[config.mk]
export PLATFORM = sky130hd
export DESIGN_NAME = fetch_ctrl
export DESIGN_NICKNAME = d
export VERILOG_FILES = /design/src/rtl/fetch_ctrl.sv
export SDC_FILE = /design/constraint.sdc
export NUM_CORES = 1
export LEC_CHECK = 0
export ABC_CLOCK_PERIOD_IN_PS = 8000
export CORE_UTILIZATION = 45
export DETAILED_ROUTE_END_ITERATION = 16
export GPL_TIMING_DRIVEN = 0
export PLACE_DENSITY = 0.77
export SLEW_MARGIN = 20
export SYNTH_ARGS = -nofsm -noshare
export SYNTH_HDL_FRONTEND = slang
export SYNTH_SLANG_ARGS = --single-unit
[constraint.sdc]
create_clock -name clk -period 8 [get_ports clk]
set_input_delay 1.2 -clock clk [delete_from_list [all_inputs] [get_ports clk]]
set_output_delay 1.2 -clock clk [all_outputs]
set_load 0.05 [all_outputs]
[src/rtl/fetch_ctrl.sv]
// Instruction fetch controller: drives one outstanding imem request, presents fetched
// words to decode through a one-entry skid buffer, and restarts fetch on redirects.
module fetch_ctrl #(
  parameter logic [31:0] INIT_PC = 32'h0000_0200,
  parameter logic [31:0] NOP     = 32'h0000_0013
) (
  input  logic        clk,
  input  logic        reset,
  input  logic        stall,
  input  logic        redirect_valid,
  input  logic [31:0] redirect_pc,
  output logic        imem_req,
  output logic [31:0] imem_addr,
  input  logic        imem_ack,
  input  logic [31:0] imem_rdata,
  output logic        if_valid,
  output logic [31:0] if_pc,
  output logic [31:0] if_instr,
  output logic        misalign
);

  typedef enum logic [1:0] {
    BOOT = 2'd0,
    REQ  = 2'd1,
    KILL = 2'd2,
    HOLD = 2'd3
  } state_e;

  state_e      state_q, state_d;
  logic [31:0] pc_q, pc_d;
  logic [31:0] pending_pc_q, pending_pc_d;
  logic [31:0] skid_pc_q, skid_pc_d;
  logic [31:0] skid_instr_q, skid_instr_d;
  logic        req_q, req_d;
  logic        if_valid_q, if_valid_d;
  logic [31:0] if_pc_q, if_pc_d;
  logic [31:0] if_instr_q, if_instr_d;
  logic        misalign_q, misalign_d;

  logic        accept_s;
  logic [31:0] target_s;
  logic [31:0] pc_inc_s;

  assign accept_s = !stall || !if_valid_q;
  assign target_s = {redirect_pc[31:2], 2'b00};
  assign pc_inc_s = pc_q + 32'd4;

  // Next-state and next-output logic; a redirect overrides stall and ack.
  always_comb begin
    state_d      = state_q;
    pc_d         = pc_q;
    pending_pc_d = pending_pc_q;
    skid_pc_d    = skid_pc_q;
    skid_instr_d = skid_instr_q;
    if_valid_d   = if_valid_q;
    if_pc_d      = if_pc_q;
    if_instr_d   = if_instr_q;
    misalign_d   = redirect_valid && (redirect_pc[1:0] != 2'b00);

    if (redirect_valid) begin
      if_valid_d = 1'b0;
      if_instr_d = NOP;
      case (state_q)
        REQ, KILL: begin
          // Without an ack the old request is still in flight and must be drained.
          if (imem_ack) begin
            pc_d    = target_s;
            state_d = REQ;
          end else begin
            pending_pc_d = target_s;
            state_d      = KILL;
          end
        end
        default: begin
          pc_d    = target_s;
          state_d = REQ;
        end
      endcase
    end else begin
      case (state_q)
        BOOT: begin
          state_d = REQ;
        end
        REQ: begin
          if (imem_ack && accept_s) begin
            if_valid_d = 1'b1;
            if_pc_d    = pc_q;
            if_instr_d = imem_rdata;
            pc_d       = pc_inc_s;
          end else if (imem_ack) begin
            skid_pc_d    = pc_q;
            skid_instr_d = imem_rdata;
            pc_d         = pc_inc_s;
            state_d      = HOLD;
          end else if (accept_s) begin
            if_valid_d = 1'b0;
            if_instr_d = NOP;
          end else begin
            state_d = REQ;
          end
        end
        KILL: begin
          if (imem_ack) begin
            pc_d    = pending_pc_q;
            state_d = REQ;
          end else begin
            state_d = KILL;
          end
          if (accept_s) begin
            if_valid_d = 1'b0;
            if_instr_d = NOP;
          end else begin
            if_valid_d = if_valid_q;
          end
        end
        HOLD: begin
          if (accept_s) begin
            if_valid_d = 1'b1;
            if_pc_d    = skid_pc_q;
            if_instr_d = skid_instr_q;
            state_d    = REQ;
          end else begin
            state_d = HOLD;
          end
        end
        default: begin
          state_d = BOOT;
        end
      endcase
    end

    req_d = (state_d == REQ) || (state_d == KILL);
  end

  // State and registered outputs.
  always_ff @(posedge clk or posedge reset) begin
    if (reset) begin
      state_q      <= BOOT;
      pc_q         <= INIT_PC;
      pending_pc_q <= INIT_PC;
      skid_pc_q    <= INIT_PC;
      skid_instr_q <= NOP;
      req_q        <= 1'b0;
      if_valid_q   <= 1'b0;
      if_pc_q      <= INIT_PC;
      if_instr_q   <= NOP;
      misalign_q   <= 1'b0;
    end else begin
      state_q      <= state_d;
      pc_q         <= pc_d;
      pending_pc_q <= pending_pc_d;
      skid_pc_q    <= skid_pc_d;
      skid_instr_q <= skid_instr_d;
      req_q        <= req_d;
      if_valid_q   <= if_valid_d;
      if_pc_q      <= if_pc_d;
      if_instr_q   <= if_instr_d;
      misalign_q   <= misalign_d;
    end
  end

  assign imem_req  = req_q;
  assign imem_addr = pc_q;
  assign if_valid  = if_valid_q;
  assign if_pc     = if_pc_q;
  assign if_instr  = if_instr_q;
  assign misalign  = misalign_q;

endmodule

==> impl_metrics.env, run 1 <==
export IMPL_ant_nets=0
export IMPL_drt_iter0_drc=780
export IMPL_gp_congestion=0.9173
export IMPL_critPathMaxFanout=10
export IMPL_gr_usage_met3_pct=5.065
export IMPL_grt_usage_pct=25.46
export IMPL_clock_skew_ps=8.235
export IMPL_cts_root_buf="clkbuf_16"
export IMPL_slowest_stage="nor3_1"
export IMPL_post_drt_wl_per_cell_um=19.37
export IMPL_post_cts_resized=0
export IMPL_crit_path_end_kind="flop"
export IMPL_syn2layout_area_growth_pct=29.03
export IMPL_yosysUniqueCellTypes=61
export IMPL_async_flop_share_pct=100.0
export IMPL_synth_main_ff_cell="dfrtp_1"
export IMPL_drv_cap=0
export IMPL_r2r_end="if_instr[6]"
export IMPL_cts_buffers=17
export IMPL_io_buffer_count=163
export IMPL_rrSetupSlack_ps=5200
export IMPL_synth_edff_count=0
export IMPL_drive_above_1_share_pct=6.963
export IMPL_synth_area_leaders="dfrtp_1, mux2_1, mux2i_1"
export IMPL_syn_avg_cell_area_um2=10.77
export IMPL_required_ps=8360
export IMPL_critical_path_class="input port to flop"
export IMPL_synth_top_area_share_pct=49.83
export IMPL_vias=7619
export IMPL_tightest_slew_ps=1012
export IMPL_grt_pass1_vias=7241
export IMPL_hold_viol_final=0
export IMPL_grt_pass1_wl_mm=39.63
export IMPL_setup_violations=0
export IMPL_fin_util_pct=59.41
export IMPL_worstSetupEndpoint="if_pc[6]"
export IMPL_hold_buffers=0
export IMPL_synth_seq_cells=189
export IMPL_post_route_drc_count=0
export IMPL_die_w_um=143.3
export IMPL_finalPower_mw=5.099
export IMPL_hold_class="flop to flop"
export IMPL_rsz0062_at_grt="false"
export IMPL_h_tree_depth=4
export IMPL_status="completed"
export IMPL_grt_use_met1_pct=34.66
export IMPL_yosysSeqAreaShare_pct=52.75
export IMPL_power_density_nw_per_um2=439.6
export IMPL_slowest_delay_ps=790
export IMPL_fp_coreArea_um2=19530
export IMPL_post_route_period_util_pct=42.60
export IMPL_dieArea_um2=20550
export IMPL_synth_top_cell_by_area="dfrtp_1"
export IMPL_postCtsSetupRepairBufs=0
export IMPL_cp_startpoint="imem_ack"
export IMPL_wirelength_mm=25.18
export IMPL_dp_hpwl_mm=17.41
export IMPL_tns_ps=0
export IMPL_worst_slew_margin_rel_pct=32.00
export IMPL_path_cells="clkdlybuf4s50_1 -> clkbuf_1 -> mux2i_1 -> nor3_1 -> clkbuf_1 -> nor2_1 -> a21oi_1"
export IMPL_synth_warnings=0
export IMPL_drtPass1Iterations=6
export IMPL_viasPerCell=5.861
export IMPL_cts_sink_count=189
export IMPL_tritoncts="done"
export IMPL_busiest_layer="met2"
export IMPL_antenna_found_initial=1
export IMPL_p_leak_nw=4.765
export IMPL_clk_pin_slew_ps=70
export IMPL_io_pins=168
export IMPL_grt_max_degree=108
export IMPL_reg2reg_depth=9
export IMPL_fmax_mhz=293.4
export IMPL_post_route_min_period_ps=3408
export IMPL_synth_area_um2=8990
export IMPL_vdd_drop_max_mv=0.1942
export IMPL_report_final_slew_viol_count=0
export IMPL_row_count=51
export IMPL_cts_buffer_depth=2
export IMPL_nets=1095
export IMPL_fp_dieH_um=143.3
export IMPL_worst_ep_arrival_time_ps=3760
export IMPL_grt_overflow_total=0
export IMPL_crit_top_cell="clkbuf_1"
export IMPL_initial_core_util_pct=46.04
export IMPL_syn_inst=835
export IMPL_r2r_start="state_q[0]"
export IMPL_clkLatencyLatePin_ps=440
export IMPL_worstSetupStartpointType="input port"
export IMPL_gr_usage_met2_pct=40.03
==> placed cells by master (no fill, tap or decap), types with 5 or more instances in the layout <==
master and count:
xor2_1 13, mux2i_1 34, clkdlybuf4s50_1 163, inv_1 8, buf_2 13, clkbuf_16 17
and2_1 7, mux2_1 87, nor2_1 70, clkbuf_1 47, a222oi_1 30, nand3_1 12
dfstp_2 10, a21oi_1 65, xnor2_1 5, a221oi_1 10, and3_1 14, ha_1 5
nand4_1 12, o21ai_0 24, o22ai_1 8, dfrtp_1 179, o21ai_1 46, nor2b_1 5
nand2_1 65
==> layer usage <==
metal  vias to the layer above  wire, um
met1                      3767     10680
met4                         0       839
li1                       3421         -
met5                         -         0
met2                       371     11570
met3                        60      2083
==> Yosys cell counts (all sizes together), types with 12 or more instances <==
cell,instances
dfrtp,179
mux2,87
nor2,71
o21ai,70
a21oi,65
nand2,65
clkbuf,49
mux2i,34
a222oi,30
buf,21
and3,14
nand4,14
xor2,13
nand3,12
==> layout make-up <==
cell class                      count  area (um2)
Buffer                             70       299.0
Timing Repair Buffer              164        1659
Inverter                           11       48.80
Antenna cell                        1       2.502
Clock buffer                       19       432.9
Multi-Input combinational cell    568        3919
Sequential cell                   189        4742
Fill cell                        1670        7926
Tap cell                          265       331.6
Clock inverter                     13       165.2
==> critical path, delay by kind of cell <==
family                 cells  cell delay [ps]
buffers and inverters      3             1380
multiplexers               1              130
AO/OA/AOI/OAI              1              160
AND/OR/NAND/NOR            2              890
==> how the worst min path moves through the flow <==
stage	start	end	slack [ps]	cells past startpoint
after global routing	skid_pc_q[28]	skid_pc_q[28]	500	1
after detailed placement	pending_pc_q[28]	pending_pc_q[28]	470	1
after floorplan	skid_pc_q[24]	skid_pc_q[24]	460	2
final	pending_pc_q[28]	pending_pc_q[28]	490	1
after CTS	pending_pc_q[28]	pending_pc_q[28]	490	1
after global placement	pending_pc_q[28]	pending_pc_q[28]	470	1
==> flip-flops by register name, indices dropped and copies added (netlist names), 2 cells and up <==
name,count
state_q,2
pending_pc_q,30
skid_pc_q,30
if_pc,30
skid_instr_q,32
imem_addr,30
if_instr,32
==> logic make-up after synthesis <==
family	synth area share [%]
flip-flops	52.75
buffers and inverters	3.786
AND/OR/NAND/NOR	10.94
multiplexers	14.68
other	0.04171
adder cells (fa/ha/maj)	0.6959
AO/OA/AOI/OAI	15.35
XOR/XNOR	1.754
==> stage by stage <==
| step | std cells | hold slack (ps) | area (um2) | setup slack (ps) |
|---|---|---|---|---|
| after CTS | 1299 | 489.6 | 11600 | 4655 |
| after global placement | 1266 | 465.0 | 10960 | -864.1 |
| after detailed placement | 1267 | 474.6 | 11000 | 4213 |
| after floorplan | 838 | 455.3 | 9001 | 1674 |
| final | 1300 | 487.6 | 11600 | 4592 |
| after global routing | 1300 | 503.3 | 11600 | 4456 |
==> report_power, final <==
| group | switching [mW] | leakage (nW) | internal (mW) |
|---|---|---|---|
| combinational | 1.59 | 2.17 | 0.878 |
| sequential | 0.355 | 2.32 | 1.41 |
| clock | 0.379 | 0.280 | 0.494 |
Power figures use the tool's default switching activity.
==> run 2, diff against run 1 <==
--- a/config.mk
+++ b/config.mk
@@ -5,7 +5,7 @@
 export SDC_FILE = /design/constraint.sdc
 export NUM_CORES = 1
 export LEC_CHECK = 0
-export ABC_CLOCK_PERIOD_IN_PS = 8000
+export ABC_CLOCK_PERIOD_IN_PS = 3500
 export CORE_UTILIZATION = 45
 export DETAILED_ROUTE_END_ITERATION = 16
 export GPL_TIMING_DRIVEN = 0
==> constraint.sdc (replaced) <==
create_clock -name clk -period 3.5 [get_ports clk]
set_input_delay 0.525 -clock clk [delete_from_list [all_inputs] [get_ports clk]]
set_output_delay 0.525 -clock clk [all_outputs]
set_load 0.05 [all_outputs]
==> run 2 against run 1 <==
Effect of this change:
- combinational power up 130%
- utilization grew 0.15 points
- sequential share of layout area shrank 0.11 points
- worst hold slack got worse by 64 ps
- clock skew grew 3.4 ps
- total power up 120%
- critical path depth up 2
- die area is the same
- clock power is 110% higher
- first-iteration DRC count up 9.1%
- worst setup slack got worse by 3900 ps
- cell area increased by 0.26%
==> impl_metrics.env, run 2 (synthesis results as in run 1) <==
export IMPL_status="completed"
export IMPL_grt_max_degree=36
export IMPL_post_route_min_period_ps=2773
export IMPL_critical_path_class="flop to flop"
export IMPL_antenna_found_initial=0
export IMPL_grt_usage_pct=25.52
export IMPL_critPathMaxFanout=10
export IMPL_multi_input_area_um2=3919
export IMPL_finalPower_mw=11.45
export IMPL_rsz0062_at_grt="false"
export IMPL_report_final_slew_viol_count=0
export IMPL_grt_pass1_wl_mm=39.65
export IMPL_post_route_drc_count=0
export IMPL_row_count=51
export IMPL_syn2layout_area_growth_pct=29.37
export IMPL_io_pins=168
export IMPL_worstSetupStartpointType="flop"
export IMPL_fp_dieH_um=143.3
export IMPL_layout_common_cells="dfrtp_1, clkdlybuf4s50_1, mux2_1"
export IMPL_postCtsSetupRepairBufs=0
export IMPL_worst_slew_margin_rel_pct=35.64
export IMPL_die_w_um=143.3
export IMPL_cts_buffers=17
export IMPL_required_ps=3860
export IMPL_vdd_drop_max_mv=0.4854
export IMPL_nFillCells=1649
export IMPL_hold_buffers=0
export IMPL_wirelength_mm=25.25
export IMPL_drtPass1Iterations=8
export IMPL_vias=7602
export IMPL_drt_iter0_drc=851
export IMPL_ant_nets=0
export IMPL_clock_skew_ps=11.65
export IMPL_cts_sink_count=189
export IMPL_crit_path_end_kind="flop"
export IMPL_cts_buffer_depth=2
export IMPL_fmax_mhz=360.6
export IMPL_dp_hpwl_mm=17.98
export IMPL_gp_congestion=0.8748
export IMPL_final_common_cell="dfrtp_1"
export IMPL_tritoncts="done"
export IMPL_setup_violations=0
export IMPL_grt_overflow_total=0
export IMPL_cts_root_buf="clkbuf_16"
export IMPL_h_tree_depth=4
export IMPL_worst_ep_arrival_time_ps=3130
export IMPL_crit_top_cell="clkbuf_1"
export IMPL_power_density_nw_per_um2=984.4
export IMPL_register_area_um2=4742
export IMPL_post_drt_wl_per_cell_um=19.36
export IMPL_cp_top_family="buffers and inverters"
export IMPL_post_route_period_util_pct=79.23
export IMPL_drv_cap=0
export IMPL_grt_pass1_vias=7315
export IMPL_p_leak_nw=4.788
export IMPL_slowest_delay_ps=450
export IMPL_hold_class="input port to asynchronous set/reset pin"
export IMPL_slowest_stage="clkbuf_1"
export IMPL_place_inst=1272
export IMPL_dieArea_um2=20550
export IMPL_viasPerCell=5.830
export IMPL_fin_cells=1304
export IMPL_hold_viol_final=0
export IMPL_antenna_cells=0
export IMPL_path_buf_inv=5
export IMPL_path_cells="inv_1 -> ha_1 -> clkbuf_1 -> inv_2 -> a21oi_1 -> clkbuf_1 -> clkbuf_1 -> a222oi_1 -> o21ai_1"
export IMPL_post_cts_resized=0
export IMPL_io_buffer_count=163
export IMPL_clkLatencyLatePin_ps=440
export IMPL_fp_coreArea_um2=19530
export IMPL_drive_above_1_share_pct=7.411
export IMPL_clk_pin_slew_ps=70
export IMPL_fin_hold_ws_ps=424.0
export IMPL_tightest_slew_ps=958.0
export IMPL_nets=1100
export IMPL_initial_core_util_pct=46.04
## run 2: changes by cell type in the layout (fill, tap and decap cells not counted), sizes merged
cell | before | now
buf | 22 | 27
bufinv | 3 | 0
clkinv | 4 | 6
clkbuf | 68 | 69
clkinvlp | 4 | 3
diode | 1 | 0
inv | 13 | 14
## run 2: final cells by class
cell class / count / share of cell area (%)
Inverter: 11 / 0.3873
Multi-Input combinational cell: 568 / 33.70
Buffer: 70 / 2.571
Sequential cell: 189 / 40.77
Timing Repair Buffer: 169 / 15.13
Clock buffer: 20 / 3.841
Tap cell: 265 / 2.851
Clock inverter: 12 / 0.7531
## run 2: path summary, 6_finish.rpt
| path | from | end | slack (ps) | cells after the start |
|---|---|---|---|---|
| min | reset | if_instr[16] | 420 | 2 |
| max | state_q[0] | if_instr[11] | 730 | 9 |
| max reg2reg | state_q[0] | if_instr[11] | 730 | 9 |
| min reg2reg | pending_pc_q[13] | pending_pc_q[13] | 490 | 1 |
| min in group clk | pending_pc_q[13] | pending_pc_q[13] | 490 | 1 |
| max in group asynchronous | reset | skid_pc_q[9] | 2060 | 5 |
## run 2: report_power, final
part / switching, mW / total (mW) / internal, mW
Combinational: 3.60 / 5.62 / 2.02
Sequential: 0.817 / 4.04 / 3.22
Clock: 0.857 / 1.79 / 0.934
## run 2: routing by layer
metal | part of all wire, % | GRT usage, % | up-vias
met5 | 0 | 0 | -
met4 | 2.5 | 10.92 | 0
met3 | 8.0 | 4.932 | 48
met2 | 47 | 39.97 | 346
met1 | 42 | 34.67 | 3775
li1 | - | - | 3433
## run 2: worst register-to-register path: stages (launching register included)
cell,delay [ps]
dfrtp_1,420
inv_1,100
ha_1,140
clkbuf_1,430
inv_2,180
a21oi_1,230
clkbuf_1,420
clkbuf_1,450
a222oi_1,170
o21ai_1,170
## run 2: through the flow
step	area (um2)	TNS [ps]	util (%)	setup WS, ps
after floorplan	9005	0	-	548.7
final	11630	0	59.56	727.0
after global routing	11630	0	59.56	467.5
after global placement	10970	-182280	56.17	-1022
after detailed placement	11100	0	56.82	444.0
after CTS	11630	0	59.56	785.9
==> run 3, diff against run 2 <==
--- a/config.mk
+++ b/config.mk
@@ -5,11 +5,11 @@
 export SDC_FILE = /design/constraint.sdc
 export NUM_CORES = 1
 export LEC_CHECK = 0
-export ABC_CLOCK_PERIOD_IN_PS = 3500
+export ABC_CLOCK_PERIOD_IN_PS = 2400
 export CORE_UTILIZATION = 45
 export DETAILED_ROUTE_END_ITERATION = 16
 export GPL_TIMING_DRIVEN = 0
-export PLACE_DENSITY = 0.77
+export PLACE_DENSITY = 0.8
 export SLEW_MARGIN = 20
 export SYNTH_ARGS = -nofsm -noshare
 export SYNTH_HDL_FRONTEND = slang
==> constraint.sdc (replaced) <==
create_clock -name clk -period 2.4 [get_ports clk]
set_input_delay 0.36 -clock clk [delete_from_list [all_inputs] [get_ports clk]]
set_output_delay 0.36 -clock clk [all_outputs]
set_load 0.05 [all_outputs]
==> run 3 against run 2 <==
Effect of this change:
- cell area rose by 0.94%
- die area unchanged
- first-iteration DRC count fell by 23%
- sequential share of layout area shrank 0.38 points
- worst hold slack lost 190 ps
- clock skew is 5.2 ps lower
- utilization increased by 0.56 points
- register-to-register slack got worse by 620 ps
- sequential cell count did not move
- critical path type unchanged
- largest power group unchanged
==> impl_metrics.env, run 3 (synthesis results as in run 1) <==
export IMPL_fp_coreArea_um2=19530
export IMPL_gp_congestion=0.9491
export IMPL_cp_startpoint="state_q[0]"
export IMPL_status="completed"
export IMPL_antenna_found_initial=1
export IMPL_ant_nets=0
export IMPL_initial_core_util_pct=46.04
export IMPL_fin_util_pct=60.12
export IMPL_worst_ep_arrival_time_ps=2620
export IMPL_worstSetupStartpointType="flop"
export IMPL_finalPower_mw=17.02
export IMPL_clkLatencyLatePin_ps=440
export IMPL_vias=7561
export IMPL_post_route_period_util_pct=95.38
export IMPL_die_w_um=143.3
export IMPL_dp_hpwl_mm=17.82
export IMPL_worst_slack_ps=110.9
export IMPL_post_drt_wl_per_cell_um=19.27
export IMPL_r2r_start="state_q[0]"
export IMPL_viasPerCell=5.798
export IMPL_post_route_min_period_ps=2289
export IMPL_critical_path_class="flop to flop"
export IMPL_wirelength_mm=25.13
export IMPL_worst_slew_margin_rel_pct=48.84
export IMPL_drt_iter0_drc=657
export IMPL_grt_overflow_total=0
export IMPL_r2r_end="imem_addr[30]"
export IMPL_required_ps=2740
export IMPL_report_final_slew_viol_count=0
export IMPL_h_tree_depth=4
export IMPL_cts_root_buf="clkbuf_16"
export IMPL_grt_max_degree=35
export IMPL_post_route_drc_count=0
export IMPL_tritoncts="done"
export IMPL_drtPass1Iterations=8
export IMPL_row_count=51
export IMPL_syn2layout_area_growth_pct=30.58
export IMPL_hold_viol_final=0
export IMPL_nets=1099
export IMPL_clock_skew_ps=6.415
export IMPL_final_common_cell="dfrtp_1"
export IMPL_cts_sink_count=189
export IMPL_cts_buffer_depth=2
export IMPL_rrSetupSlack_ps=110
export IMPL_clk_pin_slew_ps=60
export IMPL_drv_cap=0
export IMPL_io_buffer_count=163
export IMPL_power_density_nw_per_um2=1450
export IMPL_worstSetupEndpoint="imem_addr[30]"
export IMPL_pre_cts_slack_ps=-593.8
export IMPL_grt_usage_pct=25.74
export IMPL_vdd_drop_max_mv=0.6445
export IMPL_drive_above_1_share_pct=9.730
export IMPL_tightest_slew_ps=767.4
export IMPL_grt_pass1_vias=7449
export IMPL_hold_class="input port to asynchronous set/reset pin"
export IMPL_grt_pass1_wl_mm=39.94
export IMPL_dieArea_um2=20550
export IMPL_layout_common_cells="dfrtp_1, clkdlybuf4s50_1, mux2_1"
export IMPL_fmax_mhz=436.9
export IMPL_setup_violations=0
export IMPL_cts_buffers=17
export IMPL_fp_dieH_um=143.3
export IMPL_reg2reg_depth=8
export IMPL_p_leak_nw=4.889
export IMPL_io_pins=168
export IMPL_rsz0062_at_grt="true"
export IMPL_crit_path_end_kind="flop"
export IMPL_hold_buffers=0
export IMPL_postCtsSetupRepairBufs=0
export IMPL_critPathMaxFanout=10
## run 3: cell types whose count changed in the layout (fill, tap and decap cells not counted), sizes merged
| cell | delta |
|---|---|
| diode | +1 |
| clkinvlp | +1 |
| bufinv | +3 |
| clkbuf | +2 |
| inv | -4 |
| buf | -1 |
| clkinv | -2 |
## run 3: timing repair
action / 4_1_cts / 5_1_grt
gates resized for setup: 15 / 22
setup endpoints to repair: 71 / 103
hold endpoints to repair: 0 / 0
## run 3: through the flow
stage,hold WS [ps],cells,setup TNS [ps],instance area [um2]
after floorplan,455.3,838,-69150,9005
final,229.2,1304,0,11740
after global routing,239.9,1304,-32.74,11740
after CTS,221.8,1303,0,11700
after global placement,466.2,1266,-384810,10970
after detailed placement,473.5,1272,-42400,11090
## run 3: report_power, final
group / switching, mW / internal [mW] / total (mW)
Clock: 1.21 / 1.67 / 2.87
Sequential: 1.19 / 4.70 / 5.88
Combinational: 5.29 / 2.98 / 8.26
Total: 7.68 / 9.34 / 17.0
## run 3: worst min-delay path by stage
stage,startpoint,endpoint,slack (ps),cells after the start
detailed placement,pending_pc_q[28],pending_pc_q[28],470,1
floorplan,skid_pc_q[24],skid_pc_q[24],460,2
global route,reset,if_pc[23],240,2
global placement,pending_pc_q[28],pending_pc_q[28],470,1
CTS,reset,if_pc[25],220,2
finish,reset,if_pc[25],230,2
## run 3: layout make-up
cell class | count | area [um2]
clock inverters | 10 | 140.1
plain buffers | 69 | 325.3
fillers | 1575 | 7787
inverters | 11 | 45.04
repair buffers | 169 | 1752
well taps | 265 | 331.6
multi-input cells | 568 | 3946
diodes | 1 | 2.502
clock buffers | 22 | 454.2
flip-flops and latches | 189 | 4742
## run 3: routing by layer
layer | track usage [%] | wire length [um] | part of all wire [%] | up-vias
met5 | 0 | 0 | 0 | -
met4 | 12.32 | 900 | 3.6 | 0
met3 | 5.998 | 2031 | 8.1 | 62
met2 | 41.26 | 11990 | 48 | 337
met1 | 32.97 | 10210 | 41 | 3726
li1 | - | - | - | 3436
## run 3: critical path, cell delays in order, from the launching register on
cell      delay [ps]
dfrtp_1          410
inv_1             90
ha_1             350
nor2b_1          220
o32a_1           310
clkbuf_4         300
buf_2            310
o21ai_0          120
o31ai_1           80
